--- config.mk ---
export PLATFORM = sky130hd
export DESIGN_NAME = multiplier_pipe_array_mult
export DESIGN_NICKNAME = d
export VERILOG_FILES = /design/src/rtl/multiplier_pipe_array_mult.sv
export SDC_FILE = /design/constraint.sdc
export NUM_CORES = 1
export LEC_CHECK = 0
export ABC_AREA = 1
export BUFFER_PORTS_ARGS = -buffer_cell sky130_fd_sc_hd__buf_2
export CORE_MARGIN = 2
export CORE_UTILIZATION = 40
export DETAILED_ROUTE_END_ITERATION = 10
export PLACE_DENSITY = 0.7
export SLEW_MARGIN = 25
export SYNTH_ARGS = -nofsm -noshare
export SYNTH_HDL_FRONTEND = slang
export SYNTH_HIERARCHICAL = 1
export SYNTH_SLANG_ARGS = --single-unit
--- constraint.sdc ---
create_clock -name clk -period 2.9 [get_ports clk]
set_clock_uncertainty 0.15 [all_clocks]
set_input_delay 0 -clock clk [delete_from_list [all_inputs] [get_ports clk]]
set_output_delay 0 -clock clk [all_outputs]
set_load 0.05 [all_outputs]
--- src/rtl/multiplier_pipe_array_mult.sv ---
// Pipelined Baugh-Wooley array multiplier with val/rdy streams on both sides.
// Partial-product rows are spread over NUM_STAGES register stages that share one global enable.

module multiplier_pipe_array_mult_rows #(
  parameter int X_WIDTH = 4,
  parameter int Y_WIDTH = 6,
  parameter int ROW_LO  = 0,
  parameter int ROW_HI  = 1,
  parameter int P_WIDTH = X_WIDTH + Y_WIDTH
) (
  input  logic               mode,
  input  logic [X_WIDTH-1:0] x,
  input  logic [Y_WIDTH-1:0] y,
  input  logic [P_WIDTH-1:0] acc_in,
  output logic [P_WIDTH-1:0] acc_out
);
  localparam logic [P_WIDTH-1:0] ONE = P_WIDTH'(1);
  // Signed-mode correction constants, applied in the final ripple row.
  localparam logic [P_WIDTH-1:0] BW_CONST =
    (ONE << (X_WIDTH-1)) + (ONE << (Y_WIDTH-1)) + (ONE << (P_WIDTH-1));

  logic [P_WIDTH-1:0] pp;

  always_comb begin
    acc_out = acc_in;
    pp      = '0;
    for (int r = ROW_LO; r < ROW_HI; r++) begin
      if (r < X_WIDTH) begin
        pp = '0;
        // MSB row and MSB column cells are complemented in signed mode; the corner cell is not.
        for (int j = 0; j < Y_WIDTH; j++)
          pp[j] = (x[r % X_WIDTH] & y[j]) ^
                  (mode & ((r == X_WIDTH-1) != (j == Y_WIDTH-1)));
        acc_out = acc_out + (pp << r);
      end else begin
        acc_out = acc_out + (mode ? BW_CONST : '0);
      end
    end
  end
endmodule

module multiplier_pipe_array_mult #(
  parameter  int X_WIDTH    = 4,
  parameter  int Y_WIDTH    = 6,
  parameter  int NUM_STAGES = 2,
  parameter  int P_WIDTH    = X_WIDTH + Y_WIDTH,
  localparam int OCC_W      = (NUM_STAGES == 0) ? 1 : $clog2(NUM_STAGES + 1)
) (
  input  logic                       clk,
  input  logic                       reset,
  input  logic                       istream_val,
  output logic                       istream_rdy,
  input  logic [X_WIDTH+Y_WIDTH:0]   istream_msg,
  output logic                       ostream_val,
  input  logic                       ostream_rdy,
  output logic [P_WIDTH-1:0]         ostream_msg,
  output logic [OCC_W-1:0]           occupancy
);
  localparam int ROWS   = X_WIDTH + 1;
  localparam int NS_DIV = (NUM_STAGES == 0) ? 1 : NUM_STAGES;

  // Last row index (exclusive) folded into stage k; k=-1 yields 0.
  function automatic int row_bound(input int k);
    return ((k + 1) * ROWS + NS_DIV - 1) / NS_DIV;
  endfunction

  typedef struct packed {
    logic               mode;
    logic [X_WIDTH-1:0] x;
    logic [Y_WIDTH-1:0] y;
    logic [P_WIDTH-1:0] acc;
  } stage_t;

  stage_t in_s;
  assign in_s = '{mode: istream_msg[X_WIDTH+Y_WIDTH],
                  x:    istream_msg[X_WIDTH+Y_WIDTH-1:Y_WIDTH],
                  y:    istream_msg[Y_WIDTH-1:0],
                  acc:  '0};

  if (NUM_STAGES == 0) begin : g_comb
    logic [P_WIDTH-1:0] prod;

    multiplier_pipe_array_mult_rows #(
      .X_WIDTH(X_WIDTH), .Y_WIDTH(Y_WIDTH), .ROW_LO(0), .ROW_HI(ROWS), .P_WIDTH(P_WIDTH)
    ) u_rows (
      .mode(in_s.mode), .x(in_s.x), .y(in_s.y), .acc_in(in_s.acc), .acc_out(prod)
    );

    assign istream_rdy = ostream_rdy;
    assign ostream_val = istream_val;
    assign ostream_msg = prod;
    assign occupancy   = '0;
  end else begin : g_pipe
    logic [NUM_STAGES-1:0]              vld_pipe;
    logic [NUM_STAGES-1:0][P_WIDTH-1:0] acc_nxt;
    stage_t                             stg_d [NUM_STAGES];
    stage_t                             stg_q [NUM_STAGES];
    logic                               adv;
    logic [OCC_W-1:0]                   cnt;

    // One enable for the whole pipe: bubbles travel with the data instead of collapsing.
    assign adv = ostream_rdy | ~vld_pipe[NUM_STAGES-1];

    for (genvar k = 0; k < NUM_STAGES; k++) begin : g_stage
      stage_t src;
      if (k == 0) begin : g_first
        assign src = in_s;
      end else begin : g_next
        assign src = stg_q[k-1];
      end

      multiplier_pipe_array_mult_rows #(
        .X_WIDTH(X_WIDTH), .Y_WIDTH(Y_WIDTH),
        .ROW_LO(row_bound(k-1)), .ROW_HI(row_bound(k)), .P_WIDTH(P_WIDTH)
      ) u_rows (
        .mode(src.mode), .x(src.x), .y(src.y), .acc_in(src.acc), .acc_out(acc_nxt[k])
      );

      assign stg_d[k] = '{mode: src.mode, x: src.x, y: src.y, acc: acc_nxt[k]};
    end

    always_ff @(posedge clk or negedge reset) begin
      if (!reset) begin
        vld_pipe <= '0;
      end else if (adv) begin
        vld_pipe[0] <= istream_val;
        for (int k = 1; k < NUM_STAGES; k++) vld_pipe[k] <= vld_pipe[k-1];
      end
    end

    // Datapath is left unreset; the valid bits alone gate what leaves the pipe.
    always_ff @(posedge clk) begin
      if (adv)
        for (int k = 0; k < NUM_STAGES; k++) stg_q[k] <= stg_d[k];
    end

    always_comb begin
      cnt = '0;
      for (int k = 0; k < NUM_STAGES; k++) cnt = cnt + OCC_W'(vld_pipe[k]);
    end

    assign istream_rdy = adv;
    assign ostream_val = vld_pipe[NUM_STAGES-1];
    assign ostream_msg = stg_q[NUM_STAGES-1].acc;
    assign occupancy   = cnt;
  end
endmodule

==> flow_results.org, run 1 <==
** Placed design
- Port bufs :: 28
- After detailed placement, the total cell area comes to around 2500 µm².
- Gpl congestion :: around 0.77
- After legalization and detailed placement, the total HPWL measured 2680 µm.
- At the placement stage, the worst setup path has a slack of between 0.2 and 0.3 ns.
- Post-Place Cells :: roughly 340

** STA
- Headroom to the max-slew limit came out at ~53%.
- On the final layout, the worst hold slack is 0.0597 ns.
- Final Worst Setup Slack :: between 0.09 and 0.1 ns
- Max Freq :: about 0.36 GHz
- Setup TNS :: 0 ns
- After layout, the worst path uses a little over nine tenths of the clock period.
- Final Hold Viols :: 0
- Worst-Margin Slew :: between 0.6 and 0.7 ns
- The max-slew violation count was 0.
- Final setup violation count :: 0
- Subtracting the final worst setup slack from the clock period gives 2.80 ns.

** Run
- The tool flagged a number of max-cap violations equal to 0.

** Final layout
- The sequential cells in the finished layout cover a total of ~900 µm².
- With fillers left out, the area of the finished cells amounts to about 2700 µm².
- The layout has just over 500 filler cells.
- The finished layout holds between 300 and 400 standard cells, fillers aside.
- The number of antenna diodes in the final layout is 0.
- Most common library cell in the layout ignoring fill and taps :: sky130_fd_sc_hd__nand2_1
- Multi-input gate area :: about 1100 µm²
- P&R area growth vs syn :: 21.8%
- Layout cells sized above 1 :: ~19%
- For this run, the post-layout net count is between 300 and 400.
- Most used cells in the layout excluding fill and tap cells :: 60 x sky130_fd_sc_hd__nand2_1, 50 x sky130_fd_sc_hd__inv_1, 28 x sky130_fd_sc_hd__edfxtp_1

** Power and ir drop
- VDD IR-drop max :: about 450 µV
- The analysis attributes to cell leakage a power of about 1.4 nW.
- Power per cell area :: between 700 and 800 nW/µm²

** Die
- The die is approximately 78 µm wide.
- Measured along the y axis, the die boundary spans between 70 and 80 µm.
- Once the floorplan was initialized, standard cells occupied around two fifths of the core.
- The die covers 6150 µm².
- The initialized floorplan defines 27 standard-cell rows.
- Core Area :: 5440 µm²
- # IOs :: 29

** Clock network
- The cell sitting at the root of the clock tree is a sky130_fd_sc_hd__clkbuf_8.
- Clock input transition at the sequential cells of the worst setup and hold paths :: 0.07 ns
- Clock network latency to the later pin of the worst-skew pair :: approximately 0.28 ns
- Clock tree sinks :: 30
- The H-tree was split into 2 levels.
- The longest clock path from root to sink contains 2 buffers.
- Counting the buffers created by CTS gives 5.
- CTS tree :: built

** Status
- The flow ran to the end, and the final reports show no timing, DRC or antenna violations.

** GRT
- The first global-routing pass estimated 5850 µm of wire.
- Entering global routing, the biggest net connects 32 pins.
- Global routing finished with a remaining overflow of 0.
- Antenna violations before repair :: 0
- Global routing used 12.1% of the available tracks.
- The number of global-route vias before repair was between 1000 and 1500.

** Setup path
- Along the worst path, the maximum fanout reaches 4.
- STA puts the critical path data required time at between 2 and 3 ns.
- Crit path kind :: primary input to flip-flop
- The worst setup path is launched from a primary input.
- For the worst setup path, the data arrival time is approximately 2.7 ns.
- CP Capture Type :: flip-flop

** Drt
- Number of iterations in the first detailed-routing pass :: 4
- DR WL met2 :: 1710 µm
- Iteration-0 DRC Markers :: 24
- Remaining antenna violation count after routing :: 0
- After detailed routing, the average wire length per cell comes to approximately 9.5 µm.
- Routed wire length on met3 :: approximately 110 µm
- In the routed layout, each cell is associated on average with a via count of 4.27.
- For this block, the via count after detailed routing is about 1500.
- For this block, wires on met1 add up to between 1500 and 2000 µm.
- In this run the top signal layer used is met4.
- For this run, design rule violations remaining after detail routing come to 0.
- Wires add up to 3400 µm.

** Synth
- Synthesis handed over a netlist of approximately 230 instances.
- After synthesis, the mean cell area works out to 9.55 µm².
- Area of the mapped netlist :: 2210 µm²
- Number of warnings issued by yosys :: 6

** Hold path
- Kind of path behind the tightest hold check :: primary input to flip-flop
worst paths after layout:
kind	end	depth (start not counted)	slack, ns	startpoint
worst max-delay path	g_pipe.stg_q[0][8]$_DFFE_PP_	14	0.1	istream_msg[5]
worst min register to register	g_pipe.stg_q[0][21]$_DFFE_PP_	0	0.27	g_pipe.stg_q[0][0]$_DFFE_PP_
worst min-delay path	g_pipe.stg_q[0][0]$_DFFE_PP_	4	0.06	istream_msg[6]
worst max register to register	g_pipe.stg_q[0][29]$_DFFE_PP_	9	0.50	g_pipe.stg_q[0][19]$_DFFE_PP_
max in group asynchronous	g_pipe.vld_pipe[1]$_DFFE_PN0P_	3	2.05	reset
min in group asynchronous	g_pipe.vld_pipe[0]$_DFFE_PN0P_	3	0.43	reset
registers in the layout, indices dropped and copies added (netlist names):
register / cells
g_pipe.vld_pipe: 2
g_pipe.stg_q: 28
metal layers:
metal	track usage, %	vias up
met1	14.3	684
li1	-	805
met5	0	-
met4	5.26	0
met2	21.4	31
met3	2.07	5
critical path, cell delays in order:
cell and delay, ns:
sky130_fd_sc_hd__dlygate4sd3_1 0.58, sky130_fd_sc_hd__nand2_1 0.10, sky130_fd_sc_hd__xor2_1 0.15, sky130_fd_sc_hd__inv_1 0.08, sky130_fd_sc_hd__fa_1 0.51, sky130_fd_sc_hd__fa_1 0.54, sky130_fd_sc_hd__inv_1 0.06, sky130_fd_sc_hd__ha_4 0.25
sky130_fd_sc_hd__nand2_1 0.09, sky130_fd_sc_hd__nand2_2 0.08, sky130_fd_sc_hd__nand2_2 0.07, sky130_fd_sc_hd__nand3_1 0.07, sky130_fd_sc_hd__nand2_1 0.06, sky130_fd_sc_hd__nand2_1 0.04
through the flow:
| stage | power (mW) | utilization, % |
|---|---|---|
| after floorplan | 1.55 | - |
| after global placement | 1.70 | 45.1 |
| after detailed placement | 1.72 | 45.1 |
| after CTS | 2.15 | 49.3 |
| after global routing | 2.31 | 49.6 |
| final | 2.14 | 49.6 |
timing repair:
action / CTS / global route
buffers inserted: 0 / 0
gates resized for setup: 0 / 4
endpoints found under the hold margin: 11 / 0
setup endpoints to repair: 0 / 4
hold buffers: 12 / 0
power breakdown:
part	internal (mW)	leakage, nW	switching, mW	total, mW
sequential	0.663	0.306	0.0397	0.703
clock	0.257	0.0524	0.145	0.402
combinational	0.358	1.02	0.677	1.04
final cells by class:
type / count / area share (%)
inverter: 55 / 7.84
tap: 72 / 3.34
multi-input combinational: 152 / 42.1
clock buffer: 7 / 2.83
timing repair buffer: 40 / 9.74
clock inverter: 1 / 1.11
sequential: 30 / 33.0
Power figures use the tool's default switching activity.
==> run 2, diff against run 1 <==
==> constraint.sdc (replaced) <==
create_clock -name clk -period 3.05 [get_ports clk]
set_clock_uncertainty 0.15 [all_clocks]
set_input_delay 0 -clock clk [delete_from_list [all_inputs] [get_ports clk]]
set_output_delay 0 -clock clk [all_outputs]
set_load 0.05 [all_outputs]
==> run 2 against run 1 <==
Compared with the run above: non-clock buffer count grew 1; worst hold slack about the same; cell area shrank 0.65%; highest routed layer unchanged.
==> flow_results.org, run 2 (synthesized netlist as in run 1, its figures left out) <==
** Power and ir drop
- Summed over all cells, the static leakage comes to around 1.4 nW.
- IR analysis of the VDD net gives a maximum drop of 426 µV.
- For this design the ratio of total power to cell area is ~750 nW/µm².

** Hold path
- The path with the worst hold slack has its endpoint at g_pipe.stg_q[0][0]$_DFFE_PP_.
- Hold path cells :: 4
- The worst hold path belongs to the class primary input to flip-flop.
- In this run the most critical hold path is launched from istream_msg[6].

** Die
- # IOs :: 29
- The initial utilization of the core area, before any placement, comes to roughly 41%.
- Core Area :: 5440 µm²
- Measured along the x axis, the die boundary spans 78.4 µm.
- Number of placement rows :: 27
- Floorplan die height :: a little under 80 µm
- The floorplan step defined a die boundary enclosing a little over 6000 µm².

** Clock network
- Clock-pin slew was measured on the worst setup and hold paths at ~0.070 ns.
- Clock tree synthesis inserted a total of 5 buffers.
- H-tree levels :: 2
- Number of buffers between clock root and the deepest sink :: 2
- The tree is rooted in a sky130_fd_sc_hd__clkbuf_8.
- The tree built by TritonCTS fans out to 30 sinks.
- The later pin in the worst-skew pair is clocked with a latency of between 0.2 and 0.3 ns.
- Count of buffers added by post-CTS timing repair for setup :: 0
- TritonCTS built the clock tree.

** Final layout
- P&R area growth vs syn :: 21.0%
- Most used cells in the layout excluding fill and tap cells :: 62 x sky130_fd_sc_hd__nand2_1, 50 x sky130_fd_sc_hd__inv_1, 28 x sky130_fd_sc_hd__edfxtp_1, 28 x sky130_fd_sc_hd__buf_2, 23 x sky130_fd_sc_hd__ha_1
- In the final design database the tool counted ~340 nets.
- Max FFs per register :: 28
- Most common library cell in the layout ignoring fill and taps :: sky130_fd_sc_hd__nand2_1
- In the final layout, the registers with the most flip-flops are g_pipe.stg_q: 28 flops, g_pipe.vld_pipe: 2 flops.
- More flip-flops sit in one register than any other, and that register is g_pipe.stg_q.
- Antenna fix cells :: 0
- The finished cells cover about 2700 µm².
- Layout cells sized above 1 :: between 10% and 20%
- Final core area utilization :: approximately 49%

** Placed design
- Gpl congestion :: between 0.7 and 0.8
- Summing all placed instances gives a cell area of between 2000 and 2500 µm².
- Port bufs :: 28
- Summed over all nets, the half-perimeter wirelength after detailed placement is roughly 2700 µm.

** STA
- The final critical path takes up 95.8% of the cycle.
- The max-slew violation count is 0.
- Setup total negative slack on the finished layout was measured at 0 ns.
- The number of hold violations in the final report came to 0.
- Setup violations remaining at the end of the flow were counted as 0.
- Time the worst path needs with I/O delays and setup :: about 2.9 ns
- Max Freq :: between 0.3 and 0.4 GHz
- At the pin with the least slew margin, the transition time is 0.701 ns.
- Setup repair after global routing missed its margin :: no
- Final hold slack :: about 0.060 ns
- Max-slew headroom at the worst pin :: a little over half

** Setup path
- CP Capture Type :: flip-flop
- Crit Reg-Reg Endpoint :: g_pipe.stg_q[0][29]$_DFFE_PP_
- Data on the critical path is required at its endpoint by 2.94 ns.
- Largest fanout on the critical path :: 4
- The worst setup path is of the primary input to flip-flop kind.
- In this run the register-to-register setup slack is 0.65 ns.
- STA classifies the critical path startpoint as a primary input.
- The worst register-to-register path has a depth of 9.
- The startpoint identified for the worst register-to-register timing path is g_pipe.stg_q[0][19]$_DFFE_PP_.
- Data on the critical path arrives at its endpoint at 2.81 ns.

** GRT
- Remaining Overflow, GRT :: 0
- The number of global-route vias before repair was between 1000 and 1500.
- For this run, the total global-route usage over all layers was measured as about 12%.
- Antenna violations before repair :: 0
- Entering global routing, the biggest net connects 32 pins.
- The first global-routing pass estimated about 5800 µm of wire.

** Drt
- Vias :: between 1500 and 2000
- In the routed layout, each cell is associated on average with a via count of between 4 and 5.
- The first TritonRoute pass finished after 4 iterations.
- Dividing the detail-routed wire length by the instance count gives around 9.4 µm.
- Wires add up to approximately 3300 µm.
- The detailed router finished its first iteration with 26 violations.
- After detailed routing, the number of remaining DRC violations is 0.
- Remaining antenna violation count after routing :: 0

** Status
- Run status :: finished clean

** Run
- Max-cap violation count :: 0
run 2: cell types whose count changed in the layout (fill, tap and decap cells not counted), sizes merged:
cell  before  now
buf       28   29
run 2: per-layer routing:
layer / vias up / GRT usage [%] / wire length [µm]
met5: - / 0 / 0
met4: 0 / 5.26 / 58
met3: 5 / 2.07 / 124
met2: 35 / 21.4 / 1690
met1: 674 / 14.3 / 1480
li1: 807 / - / -
run 2: how the worst max path moves through the flow:
| stage | from | end | slack, ns | depth (start not counted) |
|---|---|---|---|---|
| 2_1_floorplan | istream_msg[10] | g_pipe.stg_q[0][8]$_DFFE_PP_ | 0.67 | 13 |
| 3_3_place_gp | istream_msg[10] | g_pipe.stg_q[0][8]$_DFFE_PP_ | 0.48 | 14 |
| 3_5_place_dp | istream_msg[10] | g_pipe.stg_q[0][8]$_DFFE_PP_ | 0.40 | 14 |
| 4_1_cts | istream_msg[10] | g_pipe.stg_q[0][8]$_DFFE_PP_ | 0.14 | 15 |
| 5_1_grt | istream_msg[10] | g_pipe.stg_q[0][8]$_DFFE_PP_ | 0.04 | 15 |
| 6_report | istream_msg[10] | g_pipe.stg_q[0][8]$_DFFE_PP_ | 0.13 | 15 |
run 2: stage by stage:
| step | cells | total power, mW | setup slack (ns) |
|---|---|---|---|
| finish | 358 | 2.02 | 0.127 |
| global route | 358 | 2.18 | 0.0377 |
| CTS | 358 | 2.04 | 0.141 |
| detailed placement | 338 | 1.64 | 0.403 |
| global placement | 338 | 1.62 | 0.480 |
| floorplan | 241 | 1.48 | 0.668 |
run 2: repair_timing:
item / 4_1_cts / 5_1_grt
gates resized for setup: 0 / 0
hold buffers: 12 / 0
endpoints found under the hold margin: 11 / 0
run 2: worst max-delay path: stages:
cell                            delay (ns)
sky130_fd_sc_hd__dlygate4sd3_1        0.53
sky130_fd_sc_hd__buf_2                0.14
sky130_fd_sc_hd__inv_1                0.09
sky130_fd_sc_hd__xor2_1               0.15
sky130_fd_sc_hd__inv_1                0.07
sky130_fd_sc_hd__fa_1                 0.46
sky130_fd_sc_hd__fa_1                 0.54
sky130_fd_sc_hd__inv_1                0.04
sky130_fd_sc_hd__ha_1                 0.34
sky130_fd_sc_hd__nand2_1              0.08
sky130_fd_sc_hd__nand2_1              0.08
sky130_fd_sc_hd__nand2_1              0.09
sky130_fd_sc_hd__nand3_1              0.08
sky130_fd_sc_hd__nand2_1              0.06
sky130_fd_sc_hd__nand2_1              0.04
run 2: power breakdown:
group	internal, mW	total, mW	switching [mW]	leakage [nW]
clock	0.244	0.381	0.137	0.0524
combinational	0.333	0.968	0.635	1.03
sequential	0.631	0.668	0.0378	0.306
total	1.21	2.02	0.810	1.39
run 2: final cells by class:
type,instances,area (µm²)
flip-flops and latches,30,891
well taps,72,90.1
clock buffers,7,76.3
fillers,519,2760
inverters,55,211
repair buffers,41,268
clock inverters,1,30.0
multi-input cells,152,1110
